File: src/rtl/network_run_source_pkg.sv
// Shared constants, packet field layout and FSM state type for the burst-mode network source.
package network_run_source_pkg;

    localparam int NUM_FLG          = 2;
    localparam int FLG_SNC          = 0;
    localparam int FLG_CLR          = 1;

    localparam int DEF_NUM_INP      = 2;
    localparam int DEF_CHARGE_WIDTH = 8;
    localparam int DEF_RUN_WIDTH    = 16;

    localparam int PFX_WIDTH        = NUM_FLG;
    localparam int RUN_WIDTH        = DEF_RUN_WIDTH;
    localparam int SPK_WIDTH        = DEF_NUM_INP * DEF_CHARGE_WIDTH;

    // Field offsets within a default-sized packet, charges in the low bits.
    localparam int SPK_OFS          = 0;
    localparam int RUN_OFS          = SPK_OFS + SPK_WIDTH;
    localparam int PFX_OFS          = RUN_OFS + RUN_WIDTH;
    localparam int PKT_WIDTH        = PFX_OFS + PFX_WIDTH;

    typedef enum logic [1:0] {
        IDLE,
        CLEAR,
        RUN_FIRST,
        RUN_REST
    } state_t;

endpackage

File: src/rtl/stream_skid_buffer.sv
// Two-entry valid/ready FIFO with a registered ready, used to decouple the packet stream.
module stream_skid_buffer #(
    parameter int WIDTH = 8
) (
    input  logic             clk,
    input  logic             srst,
    input  logic             in_valid,
    output logic             in_ready,
    input  logic [WIDTH-1:0] in_data,
    output logic             out_valid,
    input  logic             out_ready,
    output logic [WIDTH-1:0] out_data
);

    logic [WIDTH-1:0] mem_reg [2];
    logic             wr_ptr_reg;
    logic             rd_ptr_reg;
    logic [1:0]       cnt_reg;
    logic [1:0]       cnt_next;
    logic             ready_reg;
    logic             push;
    logic             pop;

    assign push      = in_valid & ready_reg;
    assign pop       = out_valid & out_ready;
    assign in_ready  = ready_reg;
    assign out_valid = (cnt_reg != 2'd0);
    assign out_data  = mem_reg[rd_ptr_reg];

    always_comb begin
        cnt_next = cnt_reg;
        if (push && !pop) begin
            cnt_next = cnt_reg + 2'd1;
        end else if (pop && !push) begin
            cnt_next = cnt_reg - 2'd1;
        end
    end

    always_ff @(posedge clk) begin
        if (push) begin
            mem_reg[wr_ptr_reg] <= in_data;
        end
    end

    always_ff @(posedge clk) begin
        if (srst) begin
            wr_ptr_reg <= 1'b0;
            rd_ptr_reg <= 1'b0;
            cnt_reg    <= 2'd0;
            ready_reg  <= 1'b0;
        end else begin
            if (push) begin
                wr_ptr_reg <= ~wr_ptr_reg;
            end
            if (pop) begin
                rd_ptr_reg <= ~rd_ptr_reg;
            end
            cnt_reg   <= cnt_next;
            ready_reg <= (cnt_next != 2'd2);
        end
    end

endmodule

File: src/rtl/network_run_source.sv
// Replays one stream packet into the network as clear + charge cycle + R zero-charge cycles.
// Define SOURCE_SKID_EN to place a 2-entry skid buffer in front of the packet input.
module network_run_source
    import network_run_source_pkg::*;
#(
    parameter int NUM_INP      = DEF_NUM_INP,
    parameter int CHARGE_WIDTH = DEF_CHARGE_WIDTH,
    parameter int RUN_WIDTH    = DEF_RUN_WIDTH,
    parameter int PKT_WIDTH    = NUM_FLG + RUN_WIDTH + NUM_INP * CHARGE_WIDTH
) (
    input  logic                           clk,
    input  logic                           rst,
    input  logic                           src_valid,
    output logic                           src_ready,
    input  logic [PKT_WIDTH-1:0]           src,
    input  logic                           net_ready,
    output logic                           lnk_valid,
    output logic                           net_sync,
    output logic                           net_rst,
    output logic                           net_en,
    output logic signed [CHARGE_WIDTH-1:0] net_inp [NUM_INP]
);

    localparam int SPK_W   = NUM_INP * CHARGE_WIDTH;
    localparam int RUN_LSB = SPK_W;
    localparam int FLG_LSB = SPK_W + RUN_WIDTH;

    state_t                 state_reg;
    state_t                 state_next;
    logic [RUN_WIDTH-1:0]   cnt_reg;
    logic [RUN_WIDTH-1:0]   cnt_next;
    logic [NUM_FLG-1:0]     flg_reg;
    logic [RUN_WIDTH-1:0]   run_reg;
    logic [SPK_W-1:0]       chg_reg;

    logic                   head_valid;
    logic [PKT_WIDTH-1:0]   head_data;
    logic [NUM_FLG-1:0]     head_flg;
    logic                   core_ready;
    logic                   accept;
    logic                   in_run;
    logic                   last;

`ifdef SOURCE_SKID_EN
    stream_skid_buffer #(
        .WIDTH (PKT_WIDTH)
    ) u_skid (
        .clk       (clk),
        .srst      (rst),
        .in_valid  (src_valid),
        .in_ready  (src_ready),
        .in_data   (src),
        .out_valid (head_valid),
        .out_ready (core_ready),
        .out_data  (head_data)
    );
`else
    assign head_valid = src_valid;
    assign head_data  = src;
    assign src_ready  = core_ready;
`endif

    assign head_flg = head_data[FLG_LSB +: NUM_FLG];

    // Outputs are forced idle while rst is high, even before the state register clears.
    assign in_run     = ~rst & ((state_reg == RUN_FIRST) | (state_reg == RUN_REST));
    assign net_en     = in_run & net_ready;
    assign lnk_valid  = net_en;
    assign last       = net_en & ((state_reg == RUN_FIRST) ? (run_reg == '0)
                                                           : (cnt_reg == RUN_WIDTH'(1)));
    assign net_sync   = last & flg_reg[FLG_SNC];
    assign net_rst    = rst | (state_reg == CLEAR);
    assign core_ready = ~rst & ((state_reg == IDLE) | last);
    assign accept     = head_valid & core_ready;

    genvar gi;
    generate
        for (gi = 0; gi < NUM_INP; gi++) begin : g_inp
            assign net_inp[gi] = (~rst && state_reg == RUN_FIRST)
                ? $signed(chg_reg[(NUM_INP-1-gi)*CHARGE_WIDTH +: CHARGE_WIDTH])
                : '0;
        end
    endgenerate

    always_comb begin
        state_next = state_reg;
        cnt_next   = cnt_reg;
        case (state_reg)
            IDLE: ;
            CLEAR: state_next = RUN_FIRST;
            RUN_FIRST: begin
                if (net_ready) begin
                    if (run_reg == '0) begin
                        state_next = IDLE;
                    end else begin
                        cnt_next   = run_reg;
                        state_next = RUN_REST;
                    end
                end
            end
            RUN_REST: begin
                if (net_ready) begin
                    cnt_next = cnt_reg - RUN_WIDTH'(1);
                    if (cnt_reg == RUN_WIDTH'(1)) begin
                        state_next = IDLE;
                    end
                end
            end
            default: state_next = IDLE;
        endcase
        // Accept only happens in IDLE or on the last enabled cycle, so it may override.
        if (accept) begin
            state_next = head_flg[FLG_CLR] ? CLEAR : RUN_FIRST;
        end
    end

    always_ff @(posedge clk) begin
        if (rst) begin
            state_reg <= IDLE;
            cnt_reg   <= '0;
            flg_reg   <= '0;
            run_reg   <= '0;
            chg_reg   <= '0;
        end else begin
            state_reg <= state_next;
            cnt_reg   <= cnt_next;
            if (accept) begin
                flg_reg <= head_flg;
                run_reg <= head_data[RUN_LSB +: RUN_WIDTH];
                chg_reg <= head_data[SPK_W-1:0];
            end
        end
    end

endmodule

File: config.mk
export PLATFORM = sky130hd
export DESIGN_NAME = network_run_source
export DESIGN_NICKNAME = d
export VERILOG_FILES = /design/src/rtl/network_run_source_pkg.sv /design/src/rtl/stream_skid_buffer.sv /design/src/rtl/network_run_source.sv
export SDC_FILE = /design/constraint.sdc
export NUM_CORES = 1
export LEC_CHECK = 0
export ABC_AREA = 1
export BUFFER_PORTS_ARGS = -buffer_cell sky130_fd_sc_hd__clkbuf_2
export CELL_PAD_IN_SITES_DETAIL_PLACEMENT = 1
export CELL_PAD_IN_SITES_GLOBAL_PLACEMENT = 1
export CORE_MARGIN = 3
export CORE_UTILIZATION = 34
export DETAILED_ROUTE_END_ITERATION = 16
export GPL_ROUTABILITY_DRIVEN = 0
export PLACE_DENSITY_LB_ADDON = 0.1
export SLEW_MARGIN = 20
export SYNTH_ARGS = -nofsm -noshare
export SYNTH_HDL_FRONTEND = slang
export SYNTH_SLANG_ARGS = --single-unit
export TNS_END_PERCENT = 100
File: constraint.sdc
create_clock -name clk -period 1.5 [get_ports clk]
set_clock_uncertainty 0.15 [all_clocks]
set_input_delay 0 -clock clk [delete_from_list [all_inputs] [get_ports clk]]
set_output_delay 0 -clock clk [all_outputs]
set_load 0.1 [all_outputs]
==> Word-level counts from Yosys, hierarchy flattened <==
Cells that the tools add are included.
{ "word_totals": {"ff_bits": 51, "latchBits": 0, "mem_bits_rw": 0, "romBits": 0, "output_inout_bits": 21, "wordCells": 47, "memories": 0} }
{ "op_classes": {"n_addsub": 1, "mul": 0, "div": 0, "order_cmp": 0, "n_eq_ne": 10, "shifts": 0, "n_mux": 14, "n_bitwise": 10, "n_reduce_logical": 7} }
{ "ops": {"columns": ["cell", "n"], "rows": [
  ["two-way mux 16 bit", 3],
  ["one-hot mux 16 bit (2 select lines)", 1],
  ["== test 16 x 1 -> 1 bit, second input constant", 1],
  ["logical NOT 16 bit", 1],
  ["two-way mux 8 bit", 2],
  ["subtractor 16 x 1 -> 16 bit, second input constant", 1],
  ["two-way mux 2 bit", 6],
  ["AND reduction 4 bit", 2],
  ["AND 1 bit", 6],
  ["!= test 2 bit, second input constant", 3],
  ["!= test 3 bit, second input constant", 2],
  ["one-hot mux 2 bit (3 select lines)", 1],
  ["== test 2 bit, second input constant", 2],
  ["nonzero test 4 bit", 1],
  ["!= test 3 x 2 -> 1 bit, second input constant", 1],
  ["bitwise OR 1 bit", 3],
  ["== test 2 x 1 -> 1 bit, second input constant", 1],
  ["logical NOT 2 bit", 1],
  ["nonzero test 2 bit", 1],
  ["logical AND 1 bit", 1],
  ["two-way mux 1 bit", 1],
  ["NOT 1 bit", 1]
]} }

==> Logic depth before layout (Yosys ltp) <==
Gate-level depths: netlist of run 1.
{ "depth": {"ltp_word": 10, "depth_mapped": 13, "ltp_nobuf": 13} }

==> Worst setup path after synthesis of run 1 <==
OpenSTA, ideal clock, no wires.
{ "synth_timing": {"path_kind": "register to output", "from": "reg state_reg[1]", "to": "out src_ready", "arrival_time_ns": 3.525, "required_ns": 1.350, "slack_ns": -2.175, "path_stages_with_launch": 5, "path_buffers": 0, "cell_sequence": "dfxtp_1 -> nand2_1 -> nor2_1 -> nand3_2 -> a21oi_1"} }
{ "synth_between": {"elab_chain_cells": 7} }
{ "synth_lines": {"columns": ["item", "line_no", "rtl"], "rows": [
  ["start, declared", "network_run_source.sv:28", "state_t state_reg;"],
  ["start signal, assigned", "network_run_source.sv:125", "state_reg <= state_next;"],
  ["== test 2 bit", "network_run_source.sv:66", "assign in_run = ~rst & ((state_reg == RUN_FIRST) | (state_reg == RUN_REST));"],
  ["bitwise OR 1 bit (*)", "network_run_source.sv:66", null],
  ["AND 1 bit (*)", "network_run_source.sv:66", null],
  ["AND 1 bit (*)", "network_run_source.sv:67", "assign net_en = in_run & net_ready;"],
  ["named net lnk_valid", "network_run_source.sv:17", "output logic lnk_valid,"],
  ["AND 1 bit (*)", "network_run_source.sv:69", "assign last = net_en & ((state_reg == RUN_FIRST) ? (run_reg == '0)"],
  ["bitwise OR 1 bit (*)", "network_run_source.sv:73", "assign core_ready = ~rst & ((state_reg == IDLE) | last);"],
  ["AND 1 bit (*)", "network_run_source.sv:73", null],
  ["end, declared", "network_run_source.sv:14", "output logic src_ready,"]
]} }
Mark *: on every way through the listed nets, which the timed path passes. The rest lies on a longest branch.

==> Worst setup path after layout of run 1 <==
{ "layout_timing": {"from": "reg run_reg[11]", "to": "reg run_reg[10]"} }
{ "layout_between": {"elab_chain_cells": 6} }
{ "layout_lines": {"columns": ["item", "line_no", "rtl"], "rows": [
  ["start, declared", "network_run_source.sv:33", "logic [RUN_WIDTH-1:0] run_reg;"],
  ["start signal, assigned", "network_run_source.sv:129", "run_reg <= head_data[RUN_LSB +: RUN_WIDTH];"],
  ["logical NOT 16 bit", "network_run_source.sv:69", null],
  ["two-way mux 1 bit", "network_run_source.sv:69", null],
  ["AND 1 bit", "network_run_source.sv:69", null],
  ["bitwise OR 1 bit", "network_run_source.sv:73", null],
  ["AND 1 bit", "network_run_source.sv:73", null],
  ["AND 1 bit", "network_run_source.sv:74", "assign accept = head_valid & core_ready;"]
]} }
No other way between the ends.
A chain may end at the register's enable or synchronous reset.

==> run summary, run 1 <==
Status: finished with violations
Failing checks: setup timing
Hpwl dp: 6800 um
Max-slew violations: 0
GRT overflow: 0
Commonest non-fill, non-tap cell in the layout: buf_4
Netlist Area Pre-Place: 0.00261 mm2
Mapped Cells: 376
Sw power: 0.00189 W
I/O Buffers: 58
Internal power: 0.00303 W
Sw Ratio: 0.384
PD cells: 926 mW/mm2
Tcrit/Tclk final: 1.45
Drt total wl: 18100 um
Post-DP Area: 0.00397 mm2
CTS buffer count: 5
Min Clock Period, post-route: 2.18 ns
Vias in the first global route: 4027
Cell taking the most area after synthesis: dfxtp_1
Share of the synthesized area in the top cell type: 0.391
Slew @ Worst Pin: 0.444 ns
Max-slew headroom: 0.702
Row cnt: 31
Clock latency on the worst-skew pair: 0.33 ns
Critical path type: reg -> reg
Antenna Nets Post-Route: 0
Logic pwr share: 0.432
WP data required: 1.62 ns
Netlist cell types: 31
Synth Register Bits: 51
Die width: 93.6 um
Seq/Total Area, Yosys: 0.391
DRT iter0 DRCs: 230
Yosys warns: 0
LEAKAGE: 2.28 nW
Clock group share of total power: 0.250
Clk buf depth: 2
Fin nets: 596
Worst-path clk slew: 0.11 ns
Antenna cells: 0
First-pass GRT wire length: 22000 um
CP startpoint kind: register
Synth top area cells: dfxtp_1, nand2_1, nor2_1, o21ai_0, nand3_1
Clock tree from TritonCTS: built
Routed WL per cell: 27.6 um
Clock Sinks: 51
Initial antenna violation count: 0
H-tree depth: 2
Register share of total power: 0.319
Max-cap viol count: 0
Synthesized Nets: 416
WHS: 0.0866 ns
Largest net degree at the start of global routing: 21
Design Area, Final: 0.00531 mm2
Core Box Area: 0.00733 mm2
Final setup viols: 72
Layout area overhead: 103%
Critical path fanouts, max: 6
HP Class: in -> reg
Post-DR vias/cell: 5.82
GRT Overall Usage: 0.329
Post-Synthesis Mean Instance Area: 6.94 um2
Number of placed I/O pins: 59
Final hold vios: 0
Initial Utilization: 0.356
Critical Path End Type: register
VDD IR-drop max: 0.594 mV
WP data arrival: 2.30 ns
Pre-antenna DRT Iters: 5
Worst Slack Setup Final: -0.680 ns
Root buffer cell: clkbuf_8
Die Y: 93.6 um
Fmax: 0.459 GHz
Commonest cells after routing, fill and taps aside: buf_4, nand2_1, dfxtp_1, clkbuf_2
Share of cells above drive strength 1: 0.594
RSZ-0062 raised after global routing: true
DR vias: 3820
DRC Markers: 0
Die area: 0.00876 mm2
==> Yosys cell counts <==
cell,instances
nor3_1,2
a22o_1,1
clkbuf_1,12
nand3_1,22
o21ai_1,6
inv_2,2
buf_8,3
nand3b_1,1
o21ai_2,12
o211ai_1,2
clkinv_4,1
a31oi_1,3
nand3_2,1
nand4_1,2
nand2_1,102
nor2_4,2
a211oi_1,3
buf_6,1
a21oi_1,20
buf_12,1
o21ai_0,26
ha_1,2
nand2_2,13
xor2_1,2
nand3_4,1
buf_4,1
nor2_1,56
buf_2,1
xnor2_1,2
dfxtp_1,51
inv_1,22
==> per-layer routing <==
| metal | vias to the layer above | part of all wire | routed length (um) | GRT usage |
|---|---|---|---|---|
| met4 | 0 | 0.076 | 1380 | 0.147 |
| met3 | 128 | 0.075 | 1370 | 0.0611 |
| met2 | 277 | 0.49 | 8960 | 0.624 |
| met1 | 1839 | 0.35 | 6430 | 0.349 |
| li1 | 1576 | - | - | - |
| met5 | - | 0 | 0 | 0 |
==> timing repair <==
| item | in CTS | in global routing |
|---|---|---|
| endpoints found under the setup margin | 70 | 72 |
| hold endpoints to repair | 35 | 0 |
| hold buffers | 35 | 0 |
| gates resized for setup | 60 | 127 |
| pin swaps | 10 | 41 |
| setup buffers | 11 | 17 |
| gates cloned | 4 | 3 |
==> cells by family after synthesis <==
| family | share of synthesized area |
|---|---|
| and+or+nand+nor | 0.331 |
| AOI/OAI and AO/OA | 0.165 |
| DFF | 0.391 |
| buffers and inverters | 0.0892 |
| xor gates and xnor gates | 0.0134 |
| adders and majority gates | 0.00959 |
==> per-stage QoR <==
stage	instances	power, W	TNS (ns)	worst slack (ns)	util
4_1_cts	641	0.00431	-15.58	-0.388	0.655
2_1_floorplan	376	0.00228	-18.27	-0.486	-
6_report	656	0.00491	-29.62	-0.680	0.724
3_5_place_dp	584	0.00281	-12.94	-0.367	0.541
3_3_place_gp	584	0.00277	-9.71	-0.276	0.541
5_1_grt	656	0.00503	-32.20	-0.712	0.724
==> power by group through the flow <==
| stage | sequential, W | combinational (W) | clock (W) |
|---|---|---|---|
| 2_1_floorplan | 0.00154 | 0.000735 | 0 |
| 3_3_place_gp | 0.00154 | 0.00123 | 0 |
| 3_5_place_dp | 0.00155 | 0.00127 | 0 |
| 4_1_cts | 0.00152 | 0.00161 | 0.00118 |
| 5_1_grt | 0.00157 | 0.00218 | 0.00128 |
| 6_report | 0.00157 | 0.00212 | 0.00123 |
==> area by class of cell <==
type / count / area [um2]
Clock buffer: 6 / 72.6
Clock inverter: 2 / 60.1
Fill cell: 806 / 2020
Inverter: 25 / 121
Multi-Input combinational cell: 281 / 1960
Sequential cell: 51 / 1040
Tap cell: 99 / 124
Timing Repair Buffer: 192 / 1920
==> worst paths after layout <==
path         cells past startpoint                        to  slack (ns)                startpoint
max reg2reg                     13  run_reg[10]$_SDFFE_PP0P_       -0.68  run_reg[11]$_SDFFE_PP0P_
min reg2reg                      2   cnt_reg[5]$_SDFFE_PP0P_        0.38   cnt_reg[5]$_SDFFE_PP0P_
max                             13  run_reg[10]$_SDFFE_PP0P_       -0.68  run_reg[11]$_SDFFE_PP0P_
min                              3  cnt_reg[14]$_SDFFE_PP0P_        0.09                       rst
==> critical path, cell delays in order (launching register included) <==
cell	delay [ns]
dfxtp_1	0.36
nor2_1	0.14
nand2_1	0.11
nor2_2	0.17
nand2_1	0.11
nand2_2	0.12
nand3_4	0.12
nand2_4	0.11
nand3_4	0.16
inv_8	0.15
buf_6	0.14
clkbuf_16	0.15
nand2_1	0.06
nand2_1	0.06
Note: power is estimated with default switching activity, not from simulation.
==> run 2, diff against run 1 <==
Settings changed: CORE_UTILIZATION 34 to 38.
Clock period 1.5 ns to 2.1 ns, I/O delays scaled along.
==> run 2 against run 1 <==
The run now ends clean. Non-clock buffer count fell by 83. Core utilization fell by 14 points. Sequential share of layout area rose by 7.2 points. Wire length fell by 47%. Sequential power fell by 30%. Global-route usage fell by 8.4 points. Final area fell by 28%. First-iteration DRC count fell by 31%. Sequential cell count did not move. Critical path type is now in -> out.
==> run summary, run 2 (same netlist as run 1, synthesis figures left out) <==
Commonest non-fill, non-tap cell in the layout: nand2_1
Max-slew headroom: 0.635 (-0.0670)
CP max stage delay: 0.53 ns (+0.17 ns)
Layout area overhead: 45.8%
Vias in the first global route: 3080 (-24%)
WP data arrival: 1.85 ns (-0.45 ns)
HP Class: in -> reg
Worst-path clk slew: 0.10 ns (about the same)
Initial antenna violation count: 0 (unchanged)
Drt total wl: 9690 um (-47%)
Post-DR vias/cell: 5.26 (-9.6%)
Root buffer cell: clkbuf_8
Post-DP Area: 0.00323 mm2 (-19%)
FF/Latch Area: 0.00102 mm2 (-2.0%)
Die width: 88.9 um (-5.1%)
WP data required: 1.95 ns (+0.33 ns)
CP max stage cell: dlygate4sd3_1
VDD IR-drop max: 0.341 mV (-43%)
Commonest cells after routing, fill and taps aside: nand2_1, nor2_1, dfxtp_1
Max-slew violations: 0 (unchanged)
GRT Overall Usage: 0.245 (-0.0843)
Clk buf depth: 2 (unchanged)
DRC Markers: 0 (unchanged)
Critical path fanouts, max: 35 (+29)
Final hold vios: 0 (unchanged)
Clock Sinks: 51 (unchanged)
Fmax: 0.500 GHz
Tcrit/Tclk final: 0.952
First-pass GRT wire length: 14900 um (-32%)
Min Clock Period, post-route: 2.00 ns
Clock latency on the worst-skew pair: 0.32 ns (about the same)
RSZ-0062 raised after global routing: true
Clock tree from TritonCTS: built
Critical path type: in -> out
Routed WL per cell: 17.6 um (-36%)
Final core occ: 0.585 (-0.138)
DRT iter0 DRCs: 159 (-31%)
H-tree depth: 2 (unchanged)
Antenna Nets Post-Route: 0 (unchanged)
DR vias: 2899 (-24%)
Pre-antenna DRT Iters: 5 (unchanged)
Fin nets: 513 (-14%)
CTS buffer count: 5 (unchanged)
Slew @ Worst Pin: 0.550 ns (+0.106 ns)
PD cells: 706 mW/mm2 (-24%)
Antenna cells: 0 (unchanged)
Hpwl dp: 5520 um (-19%)
Status: finished clean
Final setup viols: 0 (-100%)
LEAKAGE: 1.66 nW (-27%)
Largest net degree at the start of global routing: 45 (+110%)
Share of cells above drive strength 1: 0.259 (-0.335)
Multi-input gate area: 0.00138 mm2 (-30%)
Die area: 0.00790 mm2 (-9.9%)
CP most frequent cell: buf_12
Number of placed I/O pins: 59 (unchanged)
Die Y: 88.9 um (-5.1%)
I/O Buffers: 58 (unchanged)
Worst reg2reg path depth: 13 (unchanged)
Hold Crit Depth: 7 (+4)
Core Box Area: 0.00649 mm2 (-11%)
Max-cap viol count: 0 (unchanged)
Ordered cell list for the critical path: dlygate4sd3_1 > clkbuf_2 > clkinvlp_4 > buf_12 > nand2_1 > nor2_1 > buf_12
Critical Path End Type: primary output
Initial Utilization: 0.402 (+0.0458)
Fillers: 808 (+0.25%)
Design Area, Final: 0.00380 mm2 (-28%)
GRT overflow: 0 (unchanged)
CP startpoint kind: primary input
Row cnt: 29 (-6.5%)
[run 2: changes by cell type in the layout (fill, tap and decap cells not counted), sizes merged]
cell         before  now
clkinvlp          0    1
dlygate4sd3      35   36
clkinv            0    1
buf             117   33
inv              25   23
[run 2: power by group]
group | internal (W) | switching (W)
registers | 0.00105 | 0.0000568
clock network | 0.000477 | 0.000350
logic | 0.000281 | 0.000475
total | 0.00180 | 0.000882
[run 2: final timing paths]
kind                      startpoint                   endpoint  slack [ns]
max reg2reg  run_reg[0]$_SDFFE_PP0P_  state_reg[0]$_SDFFE_PP0P_        0.11
min reg2reg  run_reg[3]$_SDFFE_PP0P_    run_reg[3]$_SDFFE_PP0P_        0.34
max                              rst                net_inp[11]        0.10
min                        net_ready   cnt_reg[14]$_SDFFE_PP0P_        0.21
[run 2: area by class of cell]
type                            count  area share
Inverter                           25      0.0326
Multi-Input combinational cell    281       0.363
Timing Repair Buffer              109       0.275
Sequential cell                    51       0.269
Tap cell                           77      0.0253
Clock buffer                        6      0.0191
Clock inverter                      2      0.0158
[run 2: timing repair]
| item | 4_1_cts | 5_1_grt |
|---|---|---|
| hold endpoints to repair | 43 | 0 |
| hold buffers | 36 | 0 |
| setup endpoints to repair | 0 | 48 |
| resized for setup | 0 | 10 |
| buffers inserted | 0 | 4 |
[run 2: critical path, delay by kind of cell]
kind,cells,cell delay [ns]
simple gates,2,0.39
buf+inv,5,1.45
[run 2: metal layers]
metal  routed length [um]  share of wire  vias up  global-route usage
met3                  477          0.049       18              0.0447
met1                 4030           0.42     1385               0.296
li1                     -              -     1406                   -
met4                  207          0.021        0              0.0797
met2                 4980           0.51       90               0.435
met5                    0              0        -                   0
[run 2: per-stage QoR]
step	power, W	worst slack [ns]	TNS, ns	cells	hold slack (ns)
final	0.00269	0.101	0	551	0.209
after global routing	0.00282	-0.0531	-0.169	551	0.268
after CTS	0.00263	0.00572	0	547	0.215
after detailed placement	0.00176	0.0306	0	503	0.0518
after global placement	0.00175	0.111	0	503	0.0471
after floorplan	0.00157	-0.185	-2.08	376	-0.0466
